[config.mk]
export PLATFORM = sky130hd
export DESIGN_NAME = store_merge_flat
export DESIGN_NICKNAME = d
export VERILOG_FILES = /design/src/rtl/store_merge_if.sv /design/src/rtl/store_merge.sv /design/src/flat_wrapper.sv
export SDC_FILE = /design/constraint.sdc
export NUM_CORES = 1
export LEC_CHECK = 0
export ABC_AREA = 1
export BUFFER_PORTS_ARGS = -buffer_cell sky130_fd_sc_hd__buf_2
export CORE_ASPECT_RATIO = 1.1
export CORE_MARGIN = 2
export CORE_UTILIZATION = 56
export DETAILED_ROUTE_END_ITERATION = 6
export PLACE_DENSITY = 0.93
export SLEW_MARGIN = 15
export SYNTH_ARGS = -nofsm -noshare
export SYNTH_HDL_FRONTEND = slang
export SYNTH_SLANG_ARGS = --single-unit
[constraint.sdc]
create_clock -name clk -period 4.4 [get_ports clk]
set_clock_uncertainty 0.2 [all_clocks]
set_input_delay 0.22 -clock clk [delete_from_list [all_inputs] [get_ports clk]]
set_output_delay 0.22 -clock clk [all_outputs]
set_load 0.05 [all_outputs]
[src/rtl/store_merge_if.sv]
// Store-merge request/memory bus bundle.
// The slave modport is the store_merge view; the master modport is the requester/memory view.
interface store_merge_if #(
   parameter int unsigned ADDR_W = 64
);
   localparam int unsigned DATA_W = 64;

   logic              start;
   logic [1:0]        SELECT;
   logic [ADDR_W-1:0] ADDR;
   logic [DATA_W-1:0] B;
   logic [DATA_W-1:0] mem_rdata;
   logic              mem_ready;
   logic [ADDR_W-1:0] mem_addr;
   logic              mem_rd;
   logic              mem_wr;
   logic [DATA_W-1:0] mem_wdata;
   logic              busy;
   logic              done;
   logic              misaligned;

   modport slave (
      input  start, SELECT, ADDR, B, mem_rdata, mem_ready,
      output mem_addr, mem_rd, mem_wr, mem_wdata, busy, done, misaligned
   );

   modport master (
      output start, SELECT, ADDR, B, mem_rdata, mem_ready,
      input  mem_addr, mem_rd, mem_wr, mem_wdata, busy, done, misaligned
   );
endinterface

[src/rtl/store_merge.sv]
// Sub-doubleword store via read-modify-write of the enclosing aligned doubleword.
// Doubleword stores skip the read. Misaligned requests raise a one-cycle error pulse.
module store_merge #(
   parameter int unsigned ADDR_W = 64
) (
   input  logic           clk,
   input  logic           reset_n,
   store_merge_if.slave   bus
);
   localparam int unsigned DATA_W = 64;

   typedef enum logic [1:0] {IDLE, READ, WRITE, DONE} state_t;

   state_t            state_q, state_d;
   logic [1:0]        sel_q, sel_d;
   logic [2:0]        off_q, off_d;
   logic [DATA_W-1:0] b_q, b_d;
   logic [ADDR_W-1:0] addr_q, addr_d;
   logic [DATA_W-1:0] wdata_q, wdata_d;
   logic              rd_q, wr_q, busy_q, done_q, mis_q, mis_d;
   logic              misaligned_c;
   logic [DATA_W-1:0] size_mask_c, lane_mask_c, merged_c;

   // Alignment of the incoming request, judged on the live inputs at start.
   always_comb begin
      misaligned_c = 1'b0;
      unique case (bus.SELECT)
         2'b00:   misaligned_c = (bus.ADDR[2:0] != 3'b000);
         2'b01:   misaligned_c = (bus.ADDR[1:0] != 2'b00);
         2'b10:   misaligned_c = bus.ADDR[0];
         default: misaligned_c = 1'b0;
      endcase
   end

   // Replace the addressed byte lanes of the read doubleword with the store data.
   always_comb begin
      size_mask_c = {DATA_W{1'b1}};
      unique case (sel_q)
         2'b01:   size_mask_c = DATA_W'(64'h0000_0000_FFFF_FFFF);
         2'b10:   size_mask_c = DATA_W'(64'h0000_0000_0000_FFFF);
         2'b11:   size_mask_c = DATA_W'(64'h0000_0000_0000_00FF);
         default: size_mask_c = {DATA_W{1'b1}};
      endcase
      lane_mask_c = size_mask_c << {off_q, 3'b000};
      merged_c    = (bus.mem_rdata & ~lane_mask_c) | ((b_q << {off_q, 3'b000}) & lane_mask_c);
   end

   // Next-state and next-output logic.
   always_comb begin
      state_d = state_q;
      sel_d   = sel_q;
      off_d   = off_q;
      b_d     = b_q;
      addr_d  = addr_q;
      wdata_d = wdata_q;
      mis_d   = 1'b0;
      unique case (state_q)
         IDLE: begin
            if (bus.start) begin
               if (misaligned_c) begin
                  mis_d = 1'b1;
               end else begin
                  sel_d  = bus.SELECT;
                  off_d  = bus.ADDR[2:0];
                  b_d    = bus.B;
                  addr_d = {bus.ADDR[ADDR_W-1:3], 3'b000};
                  if (bus.SELECT == 2'b00) begin
                     wdata_d = bus.B;
                     state_d = WRITE;
                  end else begin
                     state_d = READ;
                  end
               end
            end
         end
         READ: begin
            if (bus.mem_ready) begin
               wdata_d = merged_c;
               state_d = WRITE;
            end
         end
         WRITE: begin
            if (bus.mem_ready) state_d = DONE;
         end
         DONE:    state_d = IDLE;
         default: state_d = IDLE;
      endcase
   end

   // State and registered outputs; outputs track the state being entered.
   always_ff @(posedge clk or negedge reset_n) begin
      if (!reset_n) begin
         state_q <= IDLE;
         sel_q   <= 2'b00;
         off_q   <= 3'b000;
         b_q     <= '0;
         addr_q  <= '0;
         wdata_q <= '0;
         rd_q    <= 1'b0;
         wr_q    <= 1'b0;
         busy_q  <= 1'b0;
         done_q  <= 1'b0;
         mis_q   <= 1'b0;
      end else begin
         state_q <= state_d;
         sel_q   <= sel_d;
         off_q   <= off_d;
         b_q     <= b_d;
         addr_q  <= addr_d;
         wdata_q <= wdata_d;
         rd_q    <= (state_d == READ);
         wr_q    <= (state_d == WRITE);
         busy_q  <= (state_d != IDLE);
         done_q  <= (state_d == DONE);
         mis_q   <= mis_d;
      end
   end

   assign bus.mem_addr   = addr_q;
   assign bus.mem_wdata  = wdata_q;
   assign bus.mem_rd     = rd_q;
   assign bus.mem_wr     = wr_q;
   assign bus.busy       = busy_q;
   assign bus.done       = done_q;
   assign bus.misaligned = mis_q;
endmodule
[src/flat_wrapper.sv]
// flat-port wrapper written by rule: the top's interface ports become plain ports
module store_merge_flat 
#(
   parameter int unsigned ADDR_W = 64
)
  (clk, reset_n, bus_start, bus_SELECT, bus_ADDR, bus_B, bus_mem_rdata, bus_mem_ready, bus_mem_addr, bus_mem_rd, bus_mem_wr, bus_mem_wdata, bus_busy, bus_done, bus_misaligned);
  store_merge_if #(.ADDR_W(ADDR_W)) bus_i ();
  input  logic clk;
  input  logic reset_n;
  input wire logic [$bits(bus_i.start)-1:0] bus_start;
  input wire logic [$bits(bus_i.SELECT)-1:0] bus_SELECT;
  input wire logic [$bits(bus_i.ADDR)-1:0] bus_ADDR;
  input wire logic [$bits(bus_i.B)-1:0] bus_B;
  input wire logic [$bits(bus_i.mem_rdata)-1:0] bus_mem_rdata;
  input wire logic [$bits(bus_i.mem_ready)-1:0] bus_mem_ready;
  output wire logic [$bits(bus_i.mem_addr)-1:0] bus_mem_addr;
  output wire logic [$bits(bus_i.mem_rd)-1:0] bus_mem_rd;
  output wire logic [$bits(bus_i.mem_wr)-1:0] bus_mem_wr;
  output wire logic [$bits(bus_i.mem_wdata)-1:0] bus_mem_wdata;
  output wire logic [$bits(bus_i.busy)-1:0] bus_busy;
  output wire logic [$bits(bus_i.done)-1:0] bus_done;
  output wire logic [$bits(bus_i.misaligned)-1:0] bus_misaligned;
  assign bus_i.start = bus_start;
  assign bus_i.SELECT = bus_SELECT;
  assign bus_i.ADDR = bus_ADDR;
  assign bus_i.B = bus_B;
  assign bus_i.mem_rdata = bus_mem_rdata;
  assign bus_i.mem_ready = bus_mem_ready;
  assign bus_mem_addr = bus_i.mem_addr;
  assign bus_mem_rd = bus_i.mem_rd;
  assign bus_mem_wr = bus_i.mem_wr;
  assign bus_mem_wdata = bus_i.mem_wdata;
  assign bus_busy = bus_i.busy;
  assign bus_done = bus_i.done;
  assign bus_misaligned = bus_i.misaligned;
  store_merge #(.ADDR_W(ADDR_W)) u_core (.clk(clk), .reset_n(reset_n), .bus(bus_i));
endmodule
# After elaboration in Yosys (flattened, before gate mapping)
# Index checks and enable logic that the tools add are counted.
[totals]
reg_bits = 201
latch_bits = 0
ramBits = 0
romBits = 0
input_bits = 198
out_inout_bits = 133
elab_cells = 57
mem_count = 0
[op_classes]
addsub = 0
mul = 0
div = 0
order_cmp = 0
n_eq_ne = 15
shift = 2
mux = 16
bitwise = 5
n_reduce_logical = 8
[op_table]
columns = ["operator", "count"]
rows = [
  ["64-bit 2-to-1 mux", 4],
  ["64-bit one-hot mux with 3 select lines", 1],
  ["64-bit bitwise AND", 2],
  ["64-bit one-hot mux with 2 select lines", 1],
  ["64-bit by 6-bit left shift with 64-bit output", 2],
  ["64-bit inverter", 1],
  ["64-bit OR", 1],
  ["2-bit == test (second input constant)", 7],
  ["2-bit 2-to-1 mux", 5],
  ["2-bit by 1-bit == test with 1-bit output (second input constant)", 4],
  ["2-bit one-hot mux with 4 select lines", 1],
  ["2-bit inequality test (second input constant)", 3],
  ["2-bit nonzero test", 3],
  ["5-bit AND reduction", 1],
  ["2-bit zero test", 2],
  ["1-bit 2-to-1 mux", 3],
  ["1-bit one-hot mux with 3 select lines", 1],
  ["3-bit AND reduction", 1],
  ["3-bit nonzero test", 1],
  ["2-bit by 1-bit inequality test with 1-bit output (second input constant)", 1],
  ["1-bit inverter", 1],
]

# Depth between registers and ports, before layout
# Gate-level depths: netlist of run 1.
[logic_depth]
depth_word = 8
mapped_depth = 12
mapped_depth_nobuf = 11

# Least setup slack after synthesis of run 1
# OpenSTA, ideal clock, no wires.
[synth_path]
path_kind = "register to register"
startpoint = "reg u_core.off_q[0]"
endpoint = "reg u_core.wdata_q[61] (netlist: u_core.bus.mem_wdata[61])"
setup_time_ps = 118
t_arrival_ps = 1318
required_time_ps = 4082
path_slack_ps = 2764
path_stages_with_launch = 12
path_buffers = 2
cell_sequence = "dfrtp_1 buf_6 buf_6 or2_2 o21ai_2 nand2_1 nand2_1 nand2_1 nand3_1 nand2_1 nand2_1 nand2_1"
[synth_between]
elab_chain_cells = 6
elab_cells_between_ends = 8
cone_classes = "2 x shift; 2 x mux; 4 x bitwise"
[synth_lines]
columns = ["element", "line", "rtl"]
rows = [
  ["from (decl)", "store_merge.sv:16", "logic [2:0] off_q, off_d;"],
  ["from (signal assigned)", "store_merge.sv:95", "off_q <= 3'b000;"],
  ["from (signal assigned)", "store_merge.sv:107", "off_q <= off_d;"],
  ["64-bit by 6-bit left shift with 64-bit output", "store_merge.sv:44", "lane_mask_c = size_mask_c << {off_q, 3'b000};"],
  ["64-bit inverter", "store_merge.sv:45", "merged_c = (bus.mem_rdata & ~lane_mask_c) | ((b_q << {off_q, 3'b000}) & lane_mask_c);"],
  ["64-bit bitwise AND", "store_merge.sv:45", ""],
  ["64-bit OR (*)", "store_merge.sv:45", ""],
  ["64-bit 2-to-1 mux (*)", "store_merge.sv:77", "if (bus.mem_ready) begin"],
  ["64-bit one-hot mux with 2 select lines (*)", "store_merge.sv:57", "unique case (state_q)"],
  ["to (signal assigned)", "store_merge.sv:110", "wdata_q <= wdata_d;"],
  ["to (decl)", "store_merge.sv:19", "logic [DATA_W-1:0] wdata_q, wdata_d;"],
]
# Every way passes the cells marked *; elsewhere a longest branch is shown, timed or not. The select of a mux whose other input is x is not followed.
# A chain may end at the register's enable or synchronous reset.

# Worst setup path after layout of run 1
[layout_path]
startpoint = "in bus_ADDR[0]"
endpoint = "reg u_core.wdata_q[20] (netlist: u_core.bus.mem_wdata[20])"
[layout_between]
elab_chain_cells = 4
elab_cells_between_ends = 5
cone_classes = "1 x eq/ne; 1 x mux; 3 x reduce/logical"
[layout_lines]
columns = ["element", "line", "rtl"]
rows = [
  ["from (decl)", "flat_wrapper.sv:12", "input wire logic [$bits(bus_i.ADDR)-1:0] bus_ADDR;"],
  ["3-bit nonzero test or 2-bit nonzero test (tied branches)", "store_merge.sv:28, store_merge.sv:29", ""],
  ["1-bit one-hot mux with 3 select lines (*)", "store_merge.sv:27", "unique case (bus.SELECT)"],
  ["2-bit inequality test (no source line) (*)", "--", ""],
  ["5-bit AND reduction (no source line) (*)", "--", ""],
]
# Every way passes the cells marked *; elsewhere a longest branch is shown, timed or not.

==> flow_summary.ini, run 1 <==
[status]
status = finished clean

[die]
initial_core_util_pct = 57.4
dieArea_um2 = 20100
core_um2 = 18500
ios = 331
row_count = 52
die_x_um = 135
die_y_um = 148

[drt]
vias = 13200
initialDrtViolationCount = 2074
viasPerCell = 6.00
drt_drc_violations_left = 0
ant_nets = 0
wl_per_cell_um = 20.8
drt-pass1-iter-count = 7
wirelength_um = 45800

[finish]
num-fill-cells = 1104
final_cell_mix = 667 x nand2_1, 326 x buf_2, 200 x dfrtp_1
layout_commonest_cell = nand2_1
fin_nets = 2140
multi_input_area_um2 = 4820
drive_gt1_share_pct = 21.5
syn_to_final_growth_pct = 39.9
fin_util_pct = 80.3
register_area_um2 = 5030

[synthesis]
ys_ff_latch = 201
synthAdderAreaFrac_pct = 0
yosysSeqAreaShare_pct = 47.4
syn_area_per_cell_um2 = 7.20
yosysUniqueCellTypes = 26
synth_top_family_by_area = simple AND/OR/NAND/NOR gates
synth-compound-area-share_pct = 11.9
yosysWarnings = 0
post_synth_and_or_nand_nor_area_fraction_pct = 33.3
syn_inst = 1473
synth_xor_area_share_pct = 0
syn-cell-area_um2 = 10600
synthMuxAreaShare_pct = 0

[critical_path]
critPathLaunch = bus_ADDR[0]
worstPathRequired_ns = 4.60
path_cells = dlygate4sd3_1 > buf_2 > inv_1 > o21ai_1 > nand4_1 > nand2_2 > clkinv_2 > o211ai_2 > dlygate4sd3_1 > nand2_1
reg2reg_slack_ns = 1.33
path_common_cell = dlygate4sd3_1
cp.arrival_ns = 3.38
critical_path_class = primary input to flop
worst-r2r-cell-count = 10
critPathMaxFanout = 57
regToRegStartpoint = u_core.off_q[0]
cp_slowest_cell = clkinv_2
endpoint_kind = flop
max_stage_delay_ns = 0.74
critPathCapture = u_core.bus.mem_wdata[20]
startpoint_type = primary input
r2r_end = u_core.bus.mem_wdata[20]

[grt]
grt_pass1_vias = 13500
grt-ovfl-total = 0
antenna_found_initial = 2
grt_max_degree = 128
grt_first_pass_wirelength_um = 71500
track_usage_pct = 45.9

[min_path]
holdCritPathClass = primary input to asynchronous set/reset pin

[timing]
min_period_ns = 3.18
rsz0062_at_grt = false
maxSlewViolCount = 0
tns_ns = 0
setup_viol = 0
fmaxAchievable_ghz = 0.314
timing.final.ws_setup_ns = 1.22
slew_headroom_pct = 29.9
fin_crit_sh_pct = 72.3
worstMarginPinSlew_ns = 1.05
hold_violations = 0

[place]
portBuffers = 327
place.gp.congestion = 0.987
pre_cts_slack_ns = 1.88
hpwl_um = 25200

[power_and_ir_drop]
vdd_drop_max_uv = 676
powerDensity_nw_per_um2 = 858
finalPower_mw = 12.7
leakage_nw = 7.84

[clock_network]
cts.clk_slew.worst_paths_ns = 0.07
cts_buffer_depth = 3
root_buffer = clkbuf_16
cts_tree = built
numCtsBuffers = 20
htree_levels = 1
cts_sinks = 201
clkLatencyLatePin_ns = 0.52

[flow_run]
drv_cap = 0
## flip-flops by register name, indices dropped and copies added, names as in the netlist
register,cells
u_core.state_q,2
u_core.off_q,3
u_core.bus.mem_addr,61
u_core.bus.mem_wr,1
u_core.bus.done,1
u_core.bus.busy,1
u_core.bus.misaligned,1
u_core.b_q,64
u_core.sel_q,2
u_core.bus.mem_wdata,64
u_core.bus.mem_rd,1
## power breakdown
part | switching, mW | internal [mW] | leakage, nW
clock | 0.771 | 1.07 | 0.336
sequential | 0.741 | 2.73 | 2.43
combinational | 5.61 | 1.82 | 5.07
## timing repair
item	in CTS	in global routing
setup buffers	0	0
gates resized for setup	0	0
hold buffers	198	0
hold endpoints to repair	326	0
## critical path, delay by kind of cell
family	cells	cell delay, ns
buf+inv	5	2.11
compound gates	2	0.63
simple gates	3	0.40
## logic make-up after synthesis
logic type,after synthesis
compound gates,222
buf+inv,164
flops,201
other cells,1
simple gates,885
## layout make-up
type,instances,area share [%]
inverter,72,1.85
tap,243,2.05
antenna,1,0.0169
timing repair buffer,537,25.1
multi-input combinational,1110,32.4
clock inverter,7,0.607
clock buffer,27,4.03
sequential,201,33.9
## cell usage after synthesis
cell        n  area, um^2
nand2_1   668        2510
dfrtp_1   201        5030
a21oi_1   128         641
nand3_1   127         636
nor2_1     71         267
inv_1      61         229
buf_2      51         255
o21ai_0    49         245
clkbuf_1   23        86.3
o211ai_1   20         150
inv_2      10        37.5
buf_4       9        67.6
o211ai_2    9         113
o21ai_2     9        78.8
or2_2       8        50.1
buf_6       7        78.8
nand2_2     6        37.5
o21ai_1     6        30.0
nor2_2      3        18.8
buf_1       1        3.75
buf_8       1        15.0
conb_1      1        3.75
inv_4       1        6.26
nand3_2     1        10.0
nand4_1     1        6.26
o21bai_1    1        7.51
## routing by layer
| layer | vias to the layer above | part of all wire [%] | routed length [um] | global-route usage (%) |
|---|---|---|---|---|
| met5 | - | 0.028 | 13 | 0 |
| met4 | 2 | 8.9 | 4100 | 34.1 |
| met2 | 1213 | 47 | 21500 | 74.5 |
| met3 | 357 | 11 | 4870 | 11.1 |
| li1 | 5608 | - | - | - |
| met1 | 6006 | 33 | 15300 | 52.9 |
## per-stage QoR
stage	cells	instance area, um^2	hold WS [ns]
finish	2198	14800	0.215
global route	2198	14800	0.260
CTS	2197	14800	0.233
detailed placement	1965	12200	0.217
global placement	1965	12200	0.213
floorplan	1475	10600	-0.276
## how the worst min path moves through the flow
stage / from / endpoint / slack, ns
floorplan: reset_n / u_core.b_q[0] / -0.28
global placement: bus_ADDR[26] / u_core.bus.mem_addr[26] / 0.21
detailed placement: bus_ADDR[35] / u_core.bus.mem_addr[35] / 0.22
finish: reset_n / u_core.bus.mem_wdata[0] / 0.22
global route: bus_ADDR[44] / u_core.bus.mem_addr[44] / 0.26
CTS: bus_ADDR[14] / u_core.bus.mem_addr[14] / 0.23
(Power assumes the default switching activity.)
==> inputs of run 2 (changes only) <==
--- a/config.mk
+++ b/config.mk
@@ -9,9 +9,9 @@
 export BUFFER_PORTS_ARGS = -buffer_cell sky130_fd_sc_hd__buf_2
 export CORE_ASPECT_RATIO = 1.1
 export CORE_MARGIN = 2
-export CORE_UTILIZATION = 56
+export CORE_UTILIZATION = 47
 export DETAILED_ROUTE_END_ITERATION = 6
-export PLACE_DENSITY = 0.93
+export PLACE_DENSITY = 0.84
 export SLEW_MARGIN = 15
 export SYNTH_ARGS = -nofsm -noshare
 export SYNTH_HDL_FRONTEND = slang
==> constraint.sdc (replaced) <==
create_clock -name clk -period 2.7 [get_ports clk]
set_clock_uncertainty 0.2 [all_clocks]
set_input_delay 0.135 -clock clk [delete_from_list [all_inputs] [get_ports clk]]
set_output_delay 0.135 -clock clk [all_outputs]
set_load 0.05 [all_outputs]
==> run 2 against run 1 <==
  * Clock-buffer cell count rose by 4
  * Highest routed layer is now met4
  * Via count fell by 6.3%
  * Die area rose by 19%
  * Critical path type is now flop to flop
==> flow_summary.ini, run 2 (synthesis gave the netlist of run 1 again) <==
[timing]
fmaxAchievable_ghz = 0.394
worstMarginPinSlew_ns = 0.922
maxSlewViolCount = 0
min_period_ns = 2.54
tns_ns = 0
hold_violations = 0
timing.hold.ws_ns = 0.00472
rsz0062_at_grt = false
setup_viol = 0
slew_headroom_pct = 38.6
fin_crit_sh_pct = 94.1

[drt]
routed-wl-met2_um = 20100
wl_met1_um = 15200
drt_drc_violations_left = 0
highest_layer = met4
vias = 12400
dr_wl_met3_um = 3910
wirelength_um = 42200
drt-pass1-iter-count = 6
wl_per_cell_um = 18.6
initialDrtViolationCount = 1443
viasPerCell = 5.45
ant_nets = 0

[finish]
syn_to_final_growth_pct = 42.4
final_cell_mix = 667 x nand2_1, 326 x buf_2, 200 x dfrtp_1
stdcell_count = 2266
fin_nets = 2153
fin_util_pct = 68.3
drive_gt1_share_pct = 22.1
layout_commonest_cell = nand2_1
diodes = 0

[place]
placed_cells = 2028
portBuffers = 327
place.gp.congestion = 0.931
hpwl_um = 26500

[critical_path]
path_common_cell = nand2_1
reg2reg_slack_ns = 0.16
cp.arrival_ns = 2.73
crit_family = buffers and inverters
critPathMaxFanout = 51
endpoint_kind = flop
max_stage_delay_ns = 0.57
crit_buf_inv = 3
worstPathRequired_ns = 2.89
startpoint_type = flop
worst-r2r-cell-count = 9
r2r_end = u_core.bus.mem_wdata[18]
regToRegStartpoint = u_core.off_q[1]
critical_path_class = flop to flop
path_cells = buf_4 > nand2_1 > nand3_2 > inv_2 > nand3_1 > nand2_1 > o211ai_2 > dlygate4sd3_1 > nand2_1
cp_slowest_cell = dlygate4sd3_1

[die]
ios = 331
core_um2 = 22100
die_y_um = 162
row_count = 57
dieArea_um2 = 23800
die_x_um = 147
initial_core_util_pct = 48.0

[grt]
grt-ovfl-total = 0
track_usage_pct = 35.1
grt_pass1_vias = 12400
antenna_found_initial = 0
grt_max_degree = 126
grt_first_pass_wirelength_um = 66100

[clock_network]
clkLatencyLatePin_ns = 0.52
cts_buffer_depth = 3
numCtsBuffers = 22
cts.clk_slew.worst_paths_ns = 0.06
root_buffer = clkbuf_16
cts_tree = built
htree_levels = 1
cts_sinks = 201

[power_and_ir_drop]
p_switching_mw = 11.3
powerDensity_nw_per_um2 = 1370
p_clk_share_pct = 15.1
power.share.switching_pct = 54.4
vdd_drop_max_uv = 1040
leakage_nw = 7.94
finalPower_mw = 20.7
seqPwrFrac_pct = 27.1
combPwrFrac_pct = 57.8
p_int_mw = 9.42

[flow_run]
drv_cap = 0

[status]
status = finished clean

[min_path]
holdCritPathClass = primary input to asynchronous set/reset pin
-- run 2: routing by layer --
metal	vias to the layer above	global-route usage, %
met1	5686	42.4
met5	-	0
met4	0	21.0
met3	195	6.53
met2	814	58.7
li1	5656	-
-- run 2: area by class of cell --
class / instances / area (um^2)
well taps: 295 / 369
flip-flops and latches: 201 / 5030
repair buffers: 548 / 3860
multi-input cells: 1110 / 4820
inverters: 72 / 279
clock inverters: 9 / 101
fillers: 1723 / 7000
clock buffers: 31 / 646
-- run 2: power by group through the flow --
stage                     sequential, mW  combinational, mW  clock [mW]
after floorplan                     8.45               5.26           0
after global placement              5.48               11.2           0
after detailed placement            5.47               11.4           0
after CTS                           5.49               11.6        3.14
after global routing                5.72               12.8        3.28
final                               5.59               12.0        3.12
-- run 2: repair_timing --
item / CTS / global route
gates resized for setup: 0 / 4
endpoints found under the setup margin: 0 / 2
hold buffers: 198 / 0
setup buffers: 0 / 0
endpoints found under the hold margin: 368 / 0
-- run 2: worst max path at each step --
stage | from | endpoint | slack, ns | cells after the start
after floorplan | u_core.off_q[0] | u_core.bus.mem_wdata[61] | 1.06 | 11
after global placement | u_core.off_q[1] | u_core.bus.mem_wdata[29] | 0.61 | 8
after detailed placement | u_core.off_q[1] | u_core.bus.mem_wdata[29] | 0.53 | 8
after CTS | u_core.state_q[0] | u_core.bus.mem_wdata[18] | 0.09 | 11
after global routing | u_core.state_q[0] | u_core.bus.mem_wdata[18] | 0.02 | 11
final | u_core.off_q[1] | u_core.bus.mem_wdata[18] | 0.16 | 9
-- run 2: metrics by stage --
step / setup WS, ns / instance area (um^2)
2_1_floorplan: 1.06 / 10600
3_3_place_gp: 0.608 / 12400
3_5_place_dp: 0.529 / 12400
6_report: 0.160 / 15100
4_1_cts: 0.0932 / 15100
5_1_grt: 0.0180 / 15100
-- run 2: worst register-to-register path, cell delays in order, from the launching register on --
cell	delay, ns
dfrtp_1	0.40
buf_4	0.47
nand2_1	0.19
nand3_2	0.18
inv_2	0.12
nand3_1	0.10
nand2_1	0.08
o211ai_2	0.06
dlygate4sd3_1	0.57
nand2_1	0.05
==> inputs of run 3 (changes only) <==
--- a/config.mk
+++ b/config.mk
@@ -7,9 +7,11 @@
 export LEC_CHECK = 0
 export ABC_AREA = 1
 export BUFFER_PORTS_ARGS = -buffer_cell sky130_fd_sc_hd__buf_2
+export CELL_PAD_IN_SITES_DETAIL_PLACEMENT = 0
+export CELL_PAD_IN_SITES_GLOBAL_PLACEMENT = 1
 export CORE_ASPECT_RATIO = 1.1
 export CORE_MARGIN = 2
-export CORE_UTILIZATION = 47
+export CORE_UTILIZATION = 33
 export DETAILED_ROUTE_END_ITERATION = 6
 export PLACE_DENSITY = 0.84
 export SLEW_MARGIN = 15
==> run 3 against run 2 <==
  * The run now ends with DRC, hold timing left
  * Sequential share of layout area down 0.59 points
  * Sequential cell count unchanged
  * Fmax up 19%
  * Wire length up 0.18%
  * Via count down 4.4%
  * Largest power group unchanged
==> flow_summary.ini, run 3 (synthesis gave the netlist of run 1 again) <==
[power_and_ir_drop]
finalPower_mw = 20.8
powerDensity_nw_per_um2 = 1360
p_switching_mw = 11.3
leakage_nw = 8.01
power.share.switching_pct = 54.0
combPwrFrac_pct = 57.5
p_int_mw = 9.59
vdd_drop_max_uv = 877
p_clk_share_pct = 15.9
seqPwrFrac_pct = 26.6

[grt]
grt_max_degree = 81
grt_pass1_vias = 11900
antenna_found_initial = 1
track_usage_pct = 24.9
grt_first_pass_wirelength_um = 65800
grt-ovfl-total = 0

[clock_network]
numCtsBuffers = 23
htree_levels = 1
clkLatencyLatePin_ns = 0.53
cts_sinks = 201
root_buffer = clkbuf_16
cts_buffer_depth = 3
cts.clk_slew.worst_paths_ns = 0.06
cts_tree = built

[finish]
final_cell_mix = 667 x nand2_1, 326 x buf_2, 200 x dfrtp_1
fin_nets = 2162
num-fill-cells = 3104
multi_input_area_um2 = 4820
drive_gt1_share_pct = 22.5
register_area_um2 = 5030
syn_to_final_growth_pct = 44.9
layout_commonest_cell = nand2_1
fin_area_um2 = 15400

[place]
portBuffers = 327
hpwl_um = 29500
place.gp.congestion = 0.940
place_area_um2 = 12600

[drt]
drt-pass1-iter-count = 7
wl_per_cell_um = 17.6
drt_drc_violations_left = 6
vias = 11800
ant_nets = 0
viasPerCell = 4.92
wirelength_um = 42300
initialDrtViolationCount = 920

[critical_path]
reg2reg_slack_ns = 0.56
cp.arrival_ns = 2.39
path_cells = inv_1 > nand2_1 > nor2_1 > nand2_1 > nand2_1 > nand2_2 > inv_2 > buf_12 > nor2_1 > a21oi_1
startpoint_type = flop
cp_slowest_cell = dfrtp_1
r2r_end = u_core.bus.mem_wdata[1]
critPathMaxFanout = 36
worstPathRequired_ns = 2.96
max_stage_delay_ns = 0.39
endpoint_kind = flop
crit_buf_inv = 3
worst-r2r-cell-count = 10
crit_family = buffers and inverters
path_common_cell = nand2_1
critical_path_class = flop to flop
regToRegStartpoint = u_core.state_q[0]

[timing]
fmaxAchievable_ghz = 0.468
worstMarginPinSlew_ns = 0.918
hold_violations = 6
fin_crit_sh_pct = 79.1
min_period_ns = 2.14
maxSlewViolCount = 0
setup_viol = 0
tns_ns = 0
timing.hold.ws_ns = -0.00646
rsz0062_at_grt = false
slew_headroom_pct = 38.8

[die]
ios = 331
initial_core_util_pct = 33.6
core_um2 = 31600
die_y_um = 192
die_x_um = 175
row_count = 68
dieArea_um2 = 33600

[status]
violations = DRC, hold timing
status = finished with violations

[min_path]
holdCritPathClass = primary input to asynchronous set/reset pin

[flow_run]
drv_cap = 0
## run 3: cell types whose count changed in the layout (fill, tap and decap cells not counted), sizes merged
cell and delta:
diode +1, clkinv -3, bufinv +1, clkinvlp +1
buf +8, inv +2
## run 3: worst max path at each step
stage,startpoint,endpoint,slack [ns],cells after the start
final,u_core.state_q[0],u_core.bus.mem_wdata[1],0.56,10
after global routing,u_core.state_q[0],u_core.bus.mem_wdata[16],0.37,10
after CTS,u_core.state_q[0],u_core.bus.mem_wdata[18],0.54,10
after detailed placement,u_core.state_q[0],u_core.bus.mem_wdata[23],0.56,10
after global placement,u_core.state_q[0],u_core.bus.mem_wdata[23],0.61,10
after floorplan,u_core.off_q[0],u_core.bus.mem_wdata[61],1.06,11
## run 3: metrics by stage
step	setup slack, ns	hold WS, ns	utilization [%]	std cells
2_1_floorplan	1.06	-0.361	-	1475
3_3_place_gp	0.608	-0.00427	39.9	2161
3_5_place_dp	0.564	-0.000113	39.9	2161
4_1_cts	0.543	0.00749	48.7	2400
5_1_grt	0.367	0.0430	48.7	2401
6_report	0.564	-0.00646	48.7	2401
## run 3: power groups by stage
stage	combinational (mW)	sequential (mW)	clock, mW
after floorplan	5.26	8.45	0
after global placement	11.6	5.52	0
after detailed placement	11.7	5.51	0
after CTS	11.9	5.52	3.40
after global routing	13.0	5.71	3.51
final	12.0	5.54	3.32
## run 3: final cells by class
type                            count  area share (%)
Antenna cell                        1          0.0163
Clock buffer                       31            4.26
Clock inverter                     10           0.895
Inverter                           72            1.79
Multi-Input combinational cell   1110            31.3
Sequential cell                   201            32.7
Tap cell                          420            3.42
Timing Repair Buffer              556            25.6
## run 3: timing repair
action	4_1_cts	5_1_grt
buffers inserted	0	0
endpoints found under the setup margin	0	0
resized for setup	0	0
hold endpoints to repair	402	0
hold buffers	198	0
## run 3: routing by layer
layer  GRT usage [%]  share of wire (%)
met5               0                  0
met4            10.3                4.2
met3            4.16                7.8
met2            41.6                 47
met1            32.1                 41
